## config.mk

```make
export PLATFORM = sky130hd
export DESIGN_NAME = riscfsm_ctrl
export DESIGN_NICKNAME = d
export VERILOG_FILES = /design/src/rtl/riscfsm_ctrl.sv
export SDC_FILE = /design/constraint.sdc
export NUM_CORES = 1
export LEC_CHECK = 0
export CORE_UTILIZATION = 45
export CTS_CLUSTER_SIZE = 14
export DETAILED_ROUTE_END_ITERATION = 8
export PLACE_DENSITY = 0.95
export SYNTH_ARGS = -nofsm -noshare
export SYNTH_HDL_FRONTEND = slang
export SYNTH_SLANG_ARGS = --single-unit
export TNS_END_PERCENT = 1
```

## constraint.sdc

```tcl
create_clock -name clk -period 3.5 [get_ports clk]
set_clock_uncertainty 0.2 [all_clocks]
set_input_delay 0.7 -clock clk [delete_from_list [all_inputs] [get_ports clk]]
set_output_delay 0.7 -clock clk [all_outputs]
set_load 0.05 [all_outputs]
```

## src/rtl/riscfsm_ctrl.sv

```systemverilog
// rtl/riscfsm_ctrl.sv - multi-cycle fetch/decode/execute/writeback controller for the RISC_FSM datapath
// Owns PC and IR; drives register-file addressing, ALU opcode and the write strobe.
module riscfsm_ctrl #(
  parameter logic [7:0] RESET_PC = 8'h00
) (
  input  logic        clk,
  input  logic        rst,
  input  logic        start,
  output logic        imem_req,
  output logic [7:0]  imem_addr,
  input  logic        imem_ack,
  input  logic [15:0] imem_data,
  output logic [1:0]  rf_raddr_a,
  output logic [1:0]  rf_raddr_b,
  input  logic [7:0]  rf_rdata_a,
  output logic [1:0]  rf_waddr,
  output logic        rf_wsel,
  output logic [7:0]  rf_imm,
  output logic        rf_we,
  output logic [2:0]  alu_op,
  output logic [15:0] current_instruction,
  output logic [7:0]  program_counter_out,
  output logic        halted,
  output logic        illegal
);

  localparam logic [3:0] OP_LDI  = 4'h1;
  localparam logic [3:0] OP_ADD  = 4'h2;
  localparam logic [3:0] OP_NOT  = 4'h6;
  localparam logic [3:0] OP_JMP  = 4'h7;
  localparam logic [3:0] OP_BEQZ = 4'h8;
  localparam logic [3:0] OP_HALT = 4'hF;

  typedef enum logic [2:0] {
    S_IDLE      = 3'd0,
    S_FETCH     = 3'd1,
    S_DECODE    = 3'd2,
    S_EXECUTE   = 3'd3,
    S_WRITEBACK = 3'd4,
    S_HALT      = 3'd5
  } state_t;

  state_t      state;
  state_t      state_nx;
  logic [7:0]  pc;
  logic [7:0]  pc_nx;
  logic [15:0] ir;
  logic        zero_q;

  logic [3:0]  opcode;
  logic        is_ldi;
  logic        is_alu;
  logic        is_jmp;
  logic        is_beqz;
  logic        is_halt;
  logic        is_bad;

  assign opcode  = ir[15:12];
  assign is_ldi  = (opcode == OP_LDI);
  assign is_alu  = (opcode >= OP_ADD) && (opcode <= OP_NOT);
  assign is_jmp  = (opcode == OP_JMP);
  assign is_beqz = (opcode == OP_BEQZ);
  assign is_halt = (opcode == OP_HALT);
  assign is_bad  = (opcode > OP_BEQZ) && (opcode < OP_HALT);

  always_ff @(posedge clk or negedge rst) begin
    if (!rst) begin
      state <= S_IDLE;
    end else begin
      state <= state_nx;
    end
  end

  always_comb begin
    state_nx = state;
    case (state)
      S_IDLE:      if (start) state_nx = S_FETCH;
      S_FETCH:     if (imem_ack) state_nx = S_DECODE;
      S_DECODE:    state_nx = S_EXECUTE;
      S_EXECUTE:   state_nx = S_WRITEBACK;
      S_WRITEBACK: state_nx = is_halt ? S_HALT : S_FETCH;
      S_HALT:      if (start) state_nx = S_FETCH;
      default:     state_nx = S_IDLE;
    endcase
  end

  always_comb begin
    imem_req = 1'b0;
    rf_we    = 1'b0;
    halted   = 1'b0;
    case (state)
      S_FETCH:     imem_req = 1'b1;
      S_WRITEBACK: rf_we    = is_ldi | is_alu;
      S_HALT:      halted   = 1'b1;
      default:     ;
    endcase
  end

  // A halting instruction retires without advancing PC so HALT reports its own address.
  always_comb begin
    pc_nx = pc;
    case (state)
      S_IDLE, S_HALT: if (start) pc_nx = RESET_PC;
      S_WRITEBACK: begin
        if (!is_halt) begin
          pc_nx = (is_jmp || (is_beqz && zero_q)) ? ir[7:0] : pc + 8'd1;
        end
      end
      default: ;
    endcase
  end

  always_ff @(posedge clk or negedge rst) begin
    if (!rst) begin
      pc      <= RESET_PC;
      ir      <= 16'h0000;
      zero_q  <= 1'b0;
      illegal <= 1'b0;
    end else begin
      pc <= pc_nx;
      if (state == S_FETCH && imem_ack) begin
        ir <= imem_data;
      end
      if (state == S_EXECUTE) begin
        zero_q <= (rf_rdata_a == 8'h00);
      end
      if (state == S_HALT && start) begin
        illegal <= 1'b0;
      end else if (state == S_WRITEBACK && is_bad) begin
        illegal <= 1'b1;
      end
    end
  end

  // Opcodes ADD..NOT occupy 2..6, so the low three bits minus two give the ALU code.
  always_comb begin
    alu_op = 3'd0;
    if (is_alu) begin
      alu_op = opcode[2:0] - 3'd2;
    end
  end

  assign imem_addr           = pc;
  assign program_counter_out = pc;
  assign current_instruction = ir;
  assign rf_raddr_a          = ir[9:8];
  assign rf_raddr_b          = ir[7:6];
  assign rf_waddr            = ir[11:10];
  assign rf_imm              = ir[7:0];
  assign rf_wsel             = is_ldi;

endmodule

```

======== Word level (Yosys, flattened, before mapping) ========
Index checks and enable logic that the tools add are counted.
storage, ports and cells
  bits of input ports ..................... 28
  word-level logic and storage cells ...... 52
  output and inout bits ................... 54
  latch bits .............................. 0
  memory bits (read-only) ................. 0
  RAM bits ................................ 0
  register bits ........................... 29
  memories kept ........................... 0
operators by class
  order comparisons ....................... 4
  mux-type cells .......................... 14
  reduce and logical (&&, ||, !) cells .... 14
  divide/modulo/power cells ............... 0
  multiply operators ...................... 0
  equal/unequal tests ..................... 12
  shift operators ......................... 0
  bitwise operators ....................... 1
  $add $sub $neg .......................... 2
operators by type and width
  cell                   count
  $mux W8                3
  $pmux W8 S2            1
  $pmux W3 S5            1
  $mux W3                4
  $add A8 B1 Y8 const B  1
  $eq A4 B4 Y1 const B   2
  $logic_not A8 Y1       1
  $eq A3 B2 Y1 const B   2
  $eq A3 B3 Y1 const B   2
  $logic_and A1 B1 Y1    6
  $mux W1                5
  $eq A4 B1 Y1 const B   1
  $eq A4 B3 Y1 const B   1
  $ge A4 B2 Y1 const B   1
  $gt A4 B4 Y1 const B   1
  $le A4 B3 Y1 const B   1
  $lt A4 B4 Y1 const B   1
  $ne A2 B2 Y1 const B   2
  $reduce_bool A2 Y1     2
  $eq A3 B1 Y1 const B   1
  $logic_not A3 Y1       1
  $reduce_and A3 Y1      1
  $sub A3 B2 Y3 const B  1
  $ne A2 B1 Y1 const B   1
  4 further kinds        4

======== Longest topological paths before layout ========
  word-level depth ........................ 6
  gate-level depth with buffers ........... 7
  depth with buffers taken out ............ 6

======== Worst setup path before layout ========
No wires, ideal clock.
  kind .................................... register to output
  start ................................... register ir[13], in the netlist current_instruction[13]
  end ..................................... output alu_op[2]
  cell stages (with the launch flop) ...... 5
  data required time ...................... 2600 ps
  path buffers ............................ 1
  slack ................................... -1034 ps
  arrival time ............................ 3634 ps
  path through ............................ dfrtp_1 -> buf_6 -> inv_1 -> ha_1 -> a2111oi_0
on the way
  word-level cells in the longest chain between the ends .. 3
  elaborated cells between the ends (all ways) .. 5
  those cells by class .................... 1 x add/sub; 2 x order compare; 1 x mux; 1 x reduce/logical
ends and longest elaborated chain
  item                                          line  text
  start: declaration                            47    logic [15:0] ir;
  start signal: assignment                      122   ir <= imem_data;
  $ge A4 B2 Y1 or $le A4 B3 Y1 (tied branches)  60    assign is_alu = (opcode >= OP_ADD) && (opcode <= OP_NOT);
  $logic_and A1 B1 Y1                           60
  $mux W3 *                                     138   if (is_alu) begin
  end: declaration                              20    output logic [2:0] alu_op,
Every way passes the cells marked *; elsewhere a longest branch is shown, timed or not.

======== Final worst setup path ========
Same ends and word-level chain as after synthesis.

==> summary.md <==
| Metric | Value |
|---|---|
| Most frequent cells in the layout | clkdlybuf4s50_1 (81), dfrtp_1 (29), mux2_1 (14) |
| Sw Pwr | 1480 uW |
| Sequential fraction of design power | 0.241 |
| Via count | 1451 |
| Clock latency at the later pin of the worst-skew pair | 0.28 ns |
| Yosys warns | 0 |
| NumNets Final | 263 |
| RSZ-0062 raised after global routing | no |
| Area share of the largest cell type after synthesis | 0.410 |
| Post-Synthesis Cell Area | 0.00177 sq mm |
| Setup violators final | 0 |
| Port buffer count | 81 |
| Initial antenna violation count | 0 |
| Die Wd | 64.7 um |
| First-pass GRT wire length | 6.88 mm |
| Setup TNS | 0 ns |
| Crit end category | primary output |
| Seq/Total Area, Yosys | 0.410 |
| CTS H-Tree Depth | 2 |
| WL final | 3.91 mm |
| Lkg Pwr | 0.00102 uW |
| PwrDens | 1070 mW/mm^2 |
| Post-CTS Resized | 0 |
| Share of cells above drive strength 1 | 0.0905 |
| Critical path type | reg2out |
| Power Total | 2720 uW |
| Clock share of power | 0.099 |
| CP Launch Type | flip-flop |
| Sw Share | 0.542 |
| Reg clk slew, reported paths | 0.06 ns |
| Ant. Diodes | 0 |
| Commonest non-fill, non-tap cell in the layout | clkdlybuf4s50_1 |
| Final hold vios | 0 |
| Core area | 0.00372 sq mm |
| Maxcap violations | 0 |
| Inst Count DP | 273 |
| Arr. time, crit path | 2.45 ns |
| Hold Buf Count CTS | 0 |
| CP max FO | 10 |
| Routed len/inst | 14.0 um |
| DRT iter0 DRCs | 71 |
| Drt pass-1 iters | 4 |
| Layout area overhead | 43.4% |
| Combinational share of power | 0.660 |
| CTS Buffer Depth | 2 |
| Clk sinks | 29 |
| Area after DPL | 0.00245 sq mm |
| Mapped Nets | 202 |
| Slowest CP cell | clkdlybuf4s50_1 |
| GPL Wtd Cong | 0.784 |
| Total gr overflow | 0 |
| Dpl hpwl | 2.96 mm |
| VDD IR max | 0.683 mV |
| Setup bufs post-CTS | 0 |
| Period minus WS final | 3.35 ns |
| Synth top area cells | dfrtp_1 (41%), buf_4 (9.3%), mux2_1 (8.9%) |
| Number of global-route vias before repair | 1485 |
| Required time of the critical path | 2.60 ns |
| Max-slew violation count | 0 |
| Yosys reg bits | 29 |
| Ys async rst share | 1.00 |
| TritonCTS clock tree | yes |
| GRT Overall Usage | 0.215 |
| Cell Chain, Critical Path | inv_1 > ha_1 > a2111oi_2 > clkdlybuf4s50_1 |
| Max_slew headroom | 0.652 |
| Fmax | 0.298 GHz |
| Cell Count, Final, Fillers Out | 280 |
| Yosys top cell by area | dfrtp_1 |
| Cell family with most CP delay | buffers and inverters |
| # fillers | 305 |
| WHS | 0.310 ns |
| Root Buffer | clkbuf_8 |
| Post-route ant nets | 0 |
| Internal | 1250 uW |
| Max stage delay on crit path | 0.86 ns |
| Drt drc | 0 |
| Io pins | 82 |
| Die height | 64.7 um |
| Initial core utilization | 0.476 |
| Fin crit share | 0.957 |
| Crit path buf inv count | 2 |
| Yosys cell types | 44 |
| CTS Buf Count | 5 |
| Hold Path Class | reg2reg |
| Post-route design area | 0.00254 sq mm |
| Status | finished clean |
| Slew at the pin with the worst max-slew slack | 0.520 ns |
| Pin count of the biggest net entering global routing | 30 |
| Main synth FF type | dfrtp_1 |
| Synth Area per Inst | 10.4 sq um |
| Synth Instances | 171 |
| Die area | 0.00419 sq mm |
| # rows | 22 |
| Post-synth EDFFs | 0 |
| Via/cell ratio | 5.18 |
cell usage after synthesis (all sizes together), types with 2 or more instances:
master,count
buf,29
dfrtp,29
mux2,14
nand2,12
o21ai,11
nor2,10
mux2i,7
nor3,7
inv,5
o2bb2ai,5
a21oi,3
ha,3
nand3,3
nor2b,3
nor4,3
a211o,2
nand2b,2
nand4,2
nor3b,2
metrics by stage:
stage               setup slack, ns   util
floorplan                    0.0574      -
global placement              0.475  0.660
detailed placement            0.454  0.660
CTS                           0.151  0.683
global route                0.00226  0.683
finish                        0.149  0.683
power by group through the flow:
stage	clock, uW	sequential, uW	combinational [uW]
floorplan	0	963	1060
global placement	0	648	1790
detailed placement	0	660	1800
CTS	278	657	1810
global route	301	688	1880
finish	269	657	1800
tightest hold or removal path: stages, from the launching register on:
cell and delay (ns):
dfrtp_1 0.34, a31oi_1 0.05, nor2_1 0.08
path summary, 6_finish.rpt:
path	depth (start not counted)	to	from	slack, ns
worst max-delay path	4	alu_op[2]	current_instruction[13]	0.15
worst max register to register	6	imem_addr[4]	current_instruction[13]	1.32
worst min-delay path	2	illegal	illegal	0.31
worst min register to register	2	illegal	illegal	0.31
max in group asynchronous	2	imem_addr[2]	rst	2.22
min in group asynchronous	2	current_instruction[9]	rst	0.61
logic make-up (layout without fill, tap and decap cells):
group | Yosys count | after routing | share of synthesized area
adders and majority gates | 3 | 3 | 0.0212
buffers and inverters | 35 | 96 | 0.136
and+or+nand+nor | 53 | 53 | 0.181
muxes | 21 | 21 | 0.129
DFF | 29 | 29 | 0.410
AOI/OAI and AO/OA | 29 | 29 | 0.118
xor gates and xnor gates | 1 | 1 | 0.00495
area by class of cell:
cell class	count	area, sq um	area share
inverters	5	18.8	0.00739
clock buffers	7	86.3	0.0340
flip-flops and latches	29	726	0.286
multi-input cells	107	815	0.321
repair buffers	84	833	0.328
well taps	48	60.1	0.0237
sequential cells by signal (all words and copies together), names as in the netlist:
| signal | flops |
|---|---|
| zero_q | 1 |
| imem_addr | 8 |
| state | 3 |
| illegal | 1 |
| current_instruction | 16 |
layer usage:
metal | global-route usage | vias to the layer above | routed length (um)
met1 | 0.266 | 678 | 1630
met5 | 0 | - | 0
met2 | 0.358 | 55 | 1960
met3 | 0.0546 | 6 | 261
li1 | - | 712 | -
met4 | 0.0806 | 0 | 55
No activity file was read; power rests on OpenSTA's default activity.
